$ cat src/rtl/data_memory_ctrl_pkg.sv
// Shared types for the data memory controller: FSM states, RW encodings, parity helper.
// The parity helper is used only when DATA_MEMORY_PARITY_EN is defined.
package data_mem_pkg;

  typedef enum logic {
    ST_CLEAR = 1'b0,
    ST_IDLE  = 1'b1
  } state_t;

  localparam logic RW_READ  = 1'b0;
  localparam logic RW_WRITE = 1'b1;

  // Callers zero-extend; the extra zeros do not change the XOR reduction.
  function automatic logic even_parity(input logic [63:0] word);
    return ^word;
  endfunction

endpackage

$ cat src/rtl/data_memory_ctrl_if.sv
// Request/ready bus between the datapath and the data memory controller.
// Err_Inject / Parity_Err exist only when DATA_MEMORY_PARITY_EN is defined.
interface data_memory_ctrl_if #(
  parameter int DATA_W = 8,
  parameter int ADDR_W = 8
) ();
  logic              Req;
  logic              RW;
  logic [ADDR_W-1:0] Addr_Bus;
  logic [DATA_W-1:0] DataIn;
  logic              Ready;
  logic [DATA_W-1:0] DataOut;
  logic              Valid;
  logic              Addr_Err;
`ifdef DATA_MEMORY_PARITY_EN
  logic              Err_Inject;
  logic              Parity_Err;
`endif

  modport master (
    output Req, RW, Addr_Bus, DataIn,
`ifdef DATA_MEMORY_PARITY_EN
    output Err_Inject,
    input  Parity_Err,
`endif
    input  Ready, DataOut, Valid, Addr_Err
  );

  modport slave (
    input  Req, RW, Addr_Bus, DataIn,
`ifdef DATA_MEMORY_PARITY_EN
    input  Err_Inject,
    output Parity_Err,
`endif
    output Ready, DataOut, Valid, Addr_Err
  );
endinterface

$ cat src/rtl/data_memory_ctrl_array.sv
// Plain single-port synchronous RAM; rdata only changes on a read enable so it
// holds the last read word between reads.
module data_mem_array #(
  parameter int WORD_W = 8,
  parameter int DEPTH  = 256,
  parameter int IDX_W  = 8
) (
  input  logic              clk,
  input  logic              we,
  input  logic              re,
  input  logic [IDX_W-1:0]  addr,
  input  logic [WORD_W-1:0] wdata,
  output logic [WORD_W-1:0] rdata
);

  logic [WORD_W-1:0] mem [DEPTH];

  always_ff @(posedge clk) begin
    if (we) mem[addr] <= wdata;
    if (re) rdata <= mem[addr];
  end

endmodule

$ cat src/rtl/data_memory_ctrl.sv
// Data memory controller: post-reset clear sweep, request/ready handshake,
// range check, registered read with Valid/Addr_Err strobes. Optional DATA_MEMORY_PARITY_EN.
module data_memory_ctrl
  import data_mem_pkg::*;
#(
  parameter int DATA_W = 8,
  parameter int ADDR_W = 8,
  parameter int DEPTH  = 256
) (
  input logic              clk,
  input logic              rst,
  data_memory_ctrl_if.slave bus
);

`ifdef DATA_MEMORY_PARITY_EN
  localparam int WORD_W = DATA_W + 1;
`else
  localparam int WORD_W = DATA_W;
`endif
  localparam int                IDX_W  = (DEPTH > 1) ? $clog2(DEPTH) : 1;
  localparam logic [ADDR_W:0]   DEPTH_L = (ADDR_W+1)'(DEPTH);
  localparam logic [ADDR_W-1:0] LAST   = ADDR_W'(DEPTH - 1);

  state_t            state, state_nxt;
  logic [ADDR_W-1:0] cnt;
  logic              ready;
  logic              accept_p0, oor_p0, rd_p0;
  logic              ram_we, ram_re;
  logic [IDX_W-1:0]  ram_addr;
  logic [WORD_W-1:0] ram_wdata, ram_rdata;
  logic              vld_p1, err_p1, zero_p1;

  // Full-width compare so upper address bits can only flag an error, never alias.
  assign oor_p0    = {1'b0, bus.Addr_Bus} >= DEPTH_L;
  assign accept_p0 = bus.Req && ready;
  assign rd_p0     = accept_p0 && (bus.RW == RW_READ);

  always_ff @(posedge clk) begin
    if (rst) state <= ST_CLEAR;
    else     state <= state_nxt;
  end

  always_ff @(posedge clk) begin
    if (rst)                    cnt <= '0;
    else if (state == ST_CLEAR) cnt <= cnt + ADDR_W'(1);
  end

  always_comb begin
    state_nxt = state;
    case (state)
      ST_CLEAR: if (cnt == LAST) state_nxt = ST_IDLE;
      ST_IDLE:  state_nxt = ST_IDLE;
      default:  state_nxt = ST_CLEAR;
    endcase
  end

  always_comb begin
    ready     = 1'b0;
    ram_we    = 1'b0;
    ram_re    = 1'b0;
    ram_addr  = bus.Addr_Bus[IDX_W-1:0];
    ram_wdata = '0;
    case (state)
      ST_CLEAR: begin
        ram_we   = 1'b1;
        ram_addr = cnt[IDX_W-1:0];
      end
      ST_IDLE: begin
        ready  = 1'b1;
        ram_we = accept_p0 && (bus.RW == RW_WRITE) && !oor_p0;
        ram_re = rd_p0 && !oor_p0;
`ifdef DATA_MEMORY_PARITY_EN
        ram_wdata = {even_parity(64'(bus.DataIn)) ^ bus.Err_Inject, bus.DataIn};
`else
        ram_wdata = bus.DataIn;
`endif
      end
      default: ;
    endcase
  end

  data_mem_array #(
    .WORD_W (WORD_W),
    .DEPTH  (DEPTH),
    .IDX_W  (IDX_W)
  ) u_array (
    .clk   (clk),
    .we    (ram_we),
    .re    (ram_re),
    .addr  (ram_addr),
    .wdata (ram_wdata),
    .rdata (ram_rdata)
  );

  // p0 -> p1: strobes; zero_p1 masks DataOut after reset or an out-of-range read.
  always_ff @(posedge clk) begin
    if (rst) begin
      vld_p1  <= 1'b0;
      err_p1  <= 1'b0;
      zero_p1 <= 1'b1;
    end else begin
      vld_p1 <= rd_p0;
      err_p1 <= accept_p0 && oor_p0;
      if (rd_p0) zero_p1 <= oor_p0;
    end
  end

  assign bus.Ready    = ready;
  assign bus.Valid    = vld_p1;
  assign bus.Addr_Err = err_p1;
  assign bus.DataOut  = zero_p1 ? '0 : ram_rdata[DATA_W-1:0];
`ifdef DATA_MEMORY_PARITY_EN
  assign bus.Parity_Err = vld_p1 && !zero_p1 && even_parity(64'(ram_rdata));
`endif

endmodule

$ cat src/flat_wrapper.sv
// flat-port wrapper written by rule: the top's interface ports become plain ports
module data_memory_ctrl_flat import data_mem_pkg::*;
#(
  parameter int DATA_W = 8,
  parameter int ADDR_W = 8,
  parameter int DEPTH  = 256
)
  (clk, rst, bus_Req, bus_RW, bus_Addr_Bus, bus_DataIn, bus_Ready, bus_DataOut, bus_Valid, bus_Addr_Err);
  data_memory_ctrl_if #(.DATA_W(DATA_W), .ADDR_W(ADDR_W)) bus_i ();
  input logic clk;
  input logic rst;
  input wire logic [$bits(bus_i.Req)-1:0] bus_Req;
  input wire logic [$bits(bus_i.RW)-1:0] bus_RW;
  input wire logic [$bits(bus_i.Addr_Bus)-1:0] bus_Addr_Bus;
  input wire logic [$bits(bus_i.DataIn)-1:0] bus_DataIn;
  output wire logic [$bits(bus_i.Ready)-1:0] bus_Ready;
  output wire logic [$bits(bus_i.DataOut)-1:0] bus_DataOut;
  output wire logic [$bits(bus_i.Valid)-1:0] bus_Valid;
  output wire logic [$bits(bus_i.Addr_Err)-1:0] bus_Addr_Err;
  assign bus_i.Req = bus_Req;
  assign bus_i.RW = bus_RW;
  assign bus_i.Addr_Bus = bus_Addr_Bus;
  assign bus_i.DataIn = bus_DataIn;
  assign bus_Ready = bus_i.Ready;
  assign bus_DataOut = bus_i.DataOut;
  assign bus_Valid = bus_i.Valid;
  assign bus_Addr_Err = bus_i.Addr_Err;
  data_memory_ctrl #(.DATA_W(DATA_W), .ADDR_W(ADDR_W), .DEPTH(DEPTH)) u_core (.clk(clk), .rst(rst), .bus(bus_i));
endmodule
$ cat config.mk
export PLATFORM = sky130hd
export DESIGN_NAME = data_memory_ctrl_flat
export DESIGN_NICKNAME = d
export VERILOG_FILES = /design/src/rtl/data_memory_ctrl_pkg.sv /design/src/rtl/data_memory_ctrl_if.sv /design/src/rtl/data_memory_ctrl_array.sv /design/src/rtl/data_memory_ctrl.sv /design/src/flat_wrapper.sv
export SDC_FILE = /design/constraint.sdc
export NUM_CORES = 2
export LEC_CHECK = 0
export ABC_AREA = 1
export BUFFER_PORTS_ARGS = -buffer_cell sky130_fd_sc_hd__buf_2
export CAP_MARGIN = 15
export CORE_MARGIN = 1.5
export CORE_UTILIZATION = 55
export DETAILED_ROUTE_END_ITERATION = 10
export GPL_ROUTABILITY_DRIVEN = 0
export PLACE_DENSITY = 0.82
export RECOVER_POWER = 100
export SLEW_MARGIN = 10
export SYNTH_ARGS = -nofsm -noshare
export SYNTH_HDL_FRONTEND = slang
export SYNTH_SLANG_ARGS = --single-unit
$ cat constraint.sdc
create_clock -name clk -period 4.4 [get_ports clk]
set_input_delay 0.44 -clock clk [delete_from_list [all_inputs] [get_ports clk]]
set_output_delay 0.44 -clock clk [all_outputs]
set_load 0.02 [all_outputs]
Word level (Yosys, flattened, before mapping)
Memory sizes are Yosys's and may differ from the RTL's. A register that Yosys moved wholly into a read port is not among the register bits.
Index checks and enable logic that the tools add are counted.
{ "op_classes": {"bitwise_logic": 2, "mux": 10, "n_addsub": 1, "n_eq_ne": 1, "reduce_logical": 3} }
{ "op_table": {"columns": ["op", "n"], "rows": [
  ["$mux W8", 3],
  ["$add A8 B1 Y8 const B", 1],
  ["$eq A8 B8 Y1 const B", 1],
  ["$mux W1", 5],
  ["$pmux W1 S2", 2],
  ["$logic_and A1 B1 Y1", 3],
  ["$not A1 Y1", 2]
]} }
{ "totals": {"reg_bits": 11, "mem_bits_rw": 2048, "memories": 1, "input_bits": 20, "out_inout_bits": 11, "wordCells": 22} }
{ "memory_table": {"columns": ["memory", "words", "word_bits", "read_ports", "rd_clocked_by_memory_dff", "wr", "line", "source"], "rows": [
  ["u_core.u_array.mem", 256, 8, 1, 1, 1, "data_memory_ctrl_array.sv:16", "logic [WORD_W-1:0] mem [DEPTH];"]
]} }

Logic depth before layout (Yosys ltp)
{ "logic_depth": {"ltp_word": 6, "mapped_depth": 20, "mapped_depth_nobuf": 15} }

Cells and area by module
Synthesis repeated with hierarchy kept, for this count alone.
{ "unflattened": {"cells_unflattened": 8150, "area_unflattened_um2": 85717.2} }
{ "by_module_without_submodules": {"columns": ["module", "cells_each", "area_per_inst_um2", "instances"], "rows": [
  ["data_mem_array", 8021, 84936.5, 1],
  ["data_memory_ctrl", 129, 780.7, 1]
]} }

Worst setup path before layout
OpenSTA, ideal clock, no wires.
{ "synth_timing": {"kind": "register -> register", "from": "register u_core.state", "to": "memory u_core.u_array.mem[0][0], data pin", "t_arrival_ns": 3.871, "period_less_slack_ns": 4.644, "path_slack_ns": -0.244, "n_path_buf": 3, "setup_time_ns": 0.773, "t_required_ns": 3.627, "path_stages_with_launch": 6, "cell_sequence": "dfxtp_1 > buf_4 > buf_4 > clkbuf_1 > nand2_1 > inv_1"} }
{ "synth_between": {"elab_chain_len": 1} }
{ "synth_lines": {"columns": ["element", "line", "source"], "rows": [
  ["from (decl)", "data_memory_ctrl.sv:24", "state_t state, state_nxt;"],
  ["from (signal assigned)", "data_memory_ctrl.sv:40", "else state <= state_nxt;"],
  ["$mux W8", "data_memory_ctrl.sv:63", "case (state)"],
  ["named net u_core.ram_wdata[0]", "data_memory_ctrl.sv:30", "logic [WORD_W-1:0] ram_wdata, ram_rdata;"],
  ["to (decl)", "data_memory_ctrl_array.sv:16", null]
]} }
The timed path passes the listed nets, and every way through them passes these cells.

Worst setup path in the final report
{ "layout_timing": {"from": "register u_core.state", "to": "memory u_core.u_array.mem[45][4], data pin"} }
The elaborated chain is that of the path after synthesis.

==> Flow_metrics.wiki <==
{| class="wikitable"
! Metric !! Value
|-
| Launch instance of the worst min-delay path || bus_Req
|-
| Root buffer cell || clkbuf_16
|-
| Synthesized Nets || 8375
|-
| Number of cells on the worst reg-to-reg path || 4
|-
| Cell depth of the worst hold path || 3
|-
| Post-placement cell count || 10109
|-
| CP bufs+invs || 3
|-
| TritonCTS buffer count || 196
|-
| Total power draw || 39.7 mW
|-
| Ratio of cells with drive above 1 in the final layout || 0.0491
|-
| Pin count of the biggest net entering global routing || 208
|-
| Violations in the final reports || capacitance limit, slew limit
|-
| IO buf count || 29
|-
| Type of element capturing the critical path || register
|-
| Maximum single-stage delay on the critical path || 1.80 ns
|-
| Combined area of the multi-input logic cells || 22700 um^2
|-
| Layout fillers || 11467
|-
| Total number of yosys warnings || 0
|-
| Final setup violating endpoints || 0
|-
| Total die area || 160000 um^2
|-
| Synth unique cells || 32
|-
| Hold/Removal Path Class || input pin to register
|-
| Via Count || 60672
|-
| Critical path, cell by cell || buf_4 -> nand2_1 -> clkinvlp_2 -> clkbuf_4
|-
| Global-route wire length before repair || 332 mm
|-
| Relative slew slack || -0.643
|-
| Power Dens Cells || 419 nW/um^2
|-
| Hold Path End || u_core.bus.Valid$_SDFF_PP0_
|-
| Critical path's top delay family || buffers and inverters
|-
| Buffers inserted by post-CTS timing repair || 0
|-
| Sum of negative setup slack || 0 ns
|-
| Hold_buf cts || 1
|-
| First-iteration detailed-routing DRC count || 9508
|-
| Crit path required time || 4.76 ns
|-
| Sequential cell area fraction in the yosys report || 0.714
|-
| Arrival time of the worst setup path || 4.66 ns
|-
| Gate count after technology mapping || 8354
|-
| Count of cells resized by post-cts repair || 0
|-
| Via count of the first global-routing pass || 57877
|-
| Clock edge transition at the registers on the reported setup and hold paths || 0.06 ns
|-
| Max stage delay cell, worst path || clkinvlp_2
|-
| Detailed Route WL || 222 mm
|-
| Drt wl/cell || 21.2 um
|-
| Number of endpoints with negative hold slack in the final report || 0
|-
| Final standard cell area without fillers || 94600 um^2
|-
| End of the worst register-to-register path || u_core.u_array.mem[45][4]$_DFFE_PP_
|-
| Sink Count || 2067
|-
| Maximum buffer depth of the clock tree || 3
|-
| Detailed placer's ending HPWL || 125 mm
|-
| Net count reported at finish || 8273
|-
| H-tree levels || 4
|-
| Leakage || 39.2 nW
|-
| Max Freq || 232 MHz
|-
| Slew at the pin with the worst max-slew slack || 2.46 ns
|-
| Share of the core filled with cells || 0.605
|-
| Max-slew violation count || 903
|-
| Summed instance area of the synthesized netlist || 86800 um^2
|-
| Vias per cell || 5.80
|-
| Vertical extent of the die || 400 um
|-
| Remaining antenna violation count || 0
|-
| Area delta synth->final || 9.02%
|-
| Maximum vdd drop || 0.409 mV
|-
| Core box area || 156000 um^2
|-
| R2R setup slack || 0.09 ns
|-
| Die Wd || 400 um
|-
| Clock tree from TritonCTS || yes
|-
| Critical path startpoint category || register
|-
| Startpoint of the lowest-slack register-to-register path || u_core.state$_SDFF_PP0_
|-
| Number of synthesized register bits || 2067
|-
| Clock insertion delay at the later pin of the skew report || 0.84 ns
|-
| Overflow left after global routing || 0
|-
| Global-route usage over all layers || 0.270
|-
| DRC Markers || 0
|-
| Total cell area at the placement stage || 89100 um^2
|-
| Placement Rows || 145
|-
| Largest fanout of any net on the critical path || 70
|-
| Initial core utilization || 0.555
|-
| DR pass1 iterations || 7
|-
| Unrepaired setup endpoints after global routing || false
|-
| Antenna violations before repair || 10
|-
| Result of the run || finished with violations
|-
| Share of the cycle needed by the critical path after routing || 0.979
|-
| Post-route non-filler standard cell count || 10466
|-
| Post-synthesis average cell area || 10.4 um^2
|-
| Kind of critical path || register to register
|-
| Number of violations of the max-capacitance limit || 17
|-
| Final critical path time including I/O delays and setup || 4.31 ns
|-
| Boundary pin count || 31
|-
| Register Area || 62000 um^2
|-
| Clk_skew || 0.0241 ns
|}
-- sequential cells by signal, summed over array words and instances, names as in the netlist --
signal                flops
u_core.u_array.mem     2048
u_core.cnt                8
u_core.u_array.rdata      8
u_core.bus.Valid          1
u_core.state              1
u_core.zero_p1            1
-- final cells by class --
| class | instances | area share |
|---|---|---|
| antenna | 1 | 0.0000264 |
| clock buffer | 248 | 0.0550 |
| clock inverter | 105 | 0.00791 |
| inverter | 39 | 0.00181 |
| multi-input combinational | 5775 | 0.239 |
| sequential | 2067 | 0.655 |
| tap | 2058 | 0.0272 |
| timing repair buffer | 173 | 0.0138 |
-- stage by stage --
step,setup WS (ns),hold slack (ns)
4_1_cts,0.399,0.00272
3_3_place_gp,0.479,0.499
5_1_grt,0.0787,0.134
3_5_place_dp,0.424,0.512
2_1_floorplan,0.949,0.463
6_report,0.0946,0.167
-- placed cells by master (no fill, tap or decap), types with 27 or more instances in the layout --
cell | netlist | routed
nand3_1 | 495 | 493
clkinv_1 | 1 | 48
inv_1 | 35 | 27
clkbuf_16 | 0 | 200
o21ai_0 | 35 | 39
buf_4 | 7 | 38
nor2_1 | 353 | 353
clkbuf_2 | 3 | 29
o21ai_1 | 100 | 96
edfxtp_1 | 2056 | 2056
clkbuf_1 | 218 | 94
nand2_1 | 4742 | 4742
clkinv_2 | 0 | 35
-- worst max-delay path by stage --
stage | start | end | slack [ns] | depth (start not counted)
after floorplan | u_core.state$_SDFF_PP0_ | u_core.u_array.mem[0][0]$_DFFE_PP_ | 0.95 | 5
after global placement | u_core.state$_SDFF_PP0_ | u_core.u_array.mem[18][1]$_DFFE_PP_ | 0.48 | 8
after detailed placement | u_core.state$_SDFF_PP0_ | u_core.u_array.mem[130][3]$_DFFE_PP_ | 0.42 | 8
after CTS | u_core.state$_SDFF_PP0_ | u_core.u_array.mem[130][4]$_DFFE_PP_ | 0.40 | 8
after global routing | u_core.state$_SDFF_PP0_ | u_core.u_array.mem[161][2]$_DFFE_PP_ | 0.08 | 5
final | u_core.state$_SDFF_PP0_ | u_core.u_array.mem[45][4]$_DFFE_PP_ | 0.09 | 4
-- kinds of logic (layout without fill, tap and decap cells) --
kind of cell    after synthesis  after routing  share of synthesized area
simple gates               5626           5626                      0.252
flops                      2067           2067                      0.714
buf+inv                     512            565                     0.0256
compound gates              147            147                    0.00865
fa+ha+maj                     1              1                   0.000144
other cells                   1              2                  0.0000432
-- power breakdown --
group          switching, mW  leakage, nW  internal (mW)  total, mW
Combinational           1.84         15.8          0.597       2.44
Clock                   7.12         2.92           8.76       15.9
Sequential           0.00873         20.5           21.3       21.4
-- Yosys cell counts (all sizes together) --
cell type,instances,area [um^2]
ha,1,12.5
nor3b,1,7.51
nand4,12,87.6
buf,252,1240
inv,38,143
conb,1,3.75
clkbuf,221,833
a21oi,8,40.0
nor3,6,30.0
nor2,358,1370
clkinv,1,3.75
nor4,2,12.5
nand2,4747,17800
and3,1,6.26
edfxtp,2056,61700
o21ai,139,711
dfxtp,11,220
or2,4,25.0
nand3,495,2480
-- worst reg2reg max path: cells and delay by family, from the launching register on --
| family | cells | cell delay (ns) |
|---|---|---|
| buffers and inverters | 3 | 3.26 |
| flip-flops | 1 | 0.38 |
| AND/OR/NAND/NOR | 1 | 0.12 |
-- layer usage --
layer | GRT usage | routed length [um] | up-vias
li1 | - | - | 27384
met1 | 0.355 | 78700 | 28411
met2 | 0.423 | 103000 | 4183
met3 | 0.0653 | 28700 | 684
met4 | 0.136 | 11400 | 10
met5 | 0 | 57 | -
(Power assumes the default switching activity.)
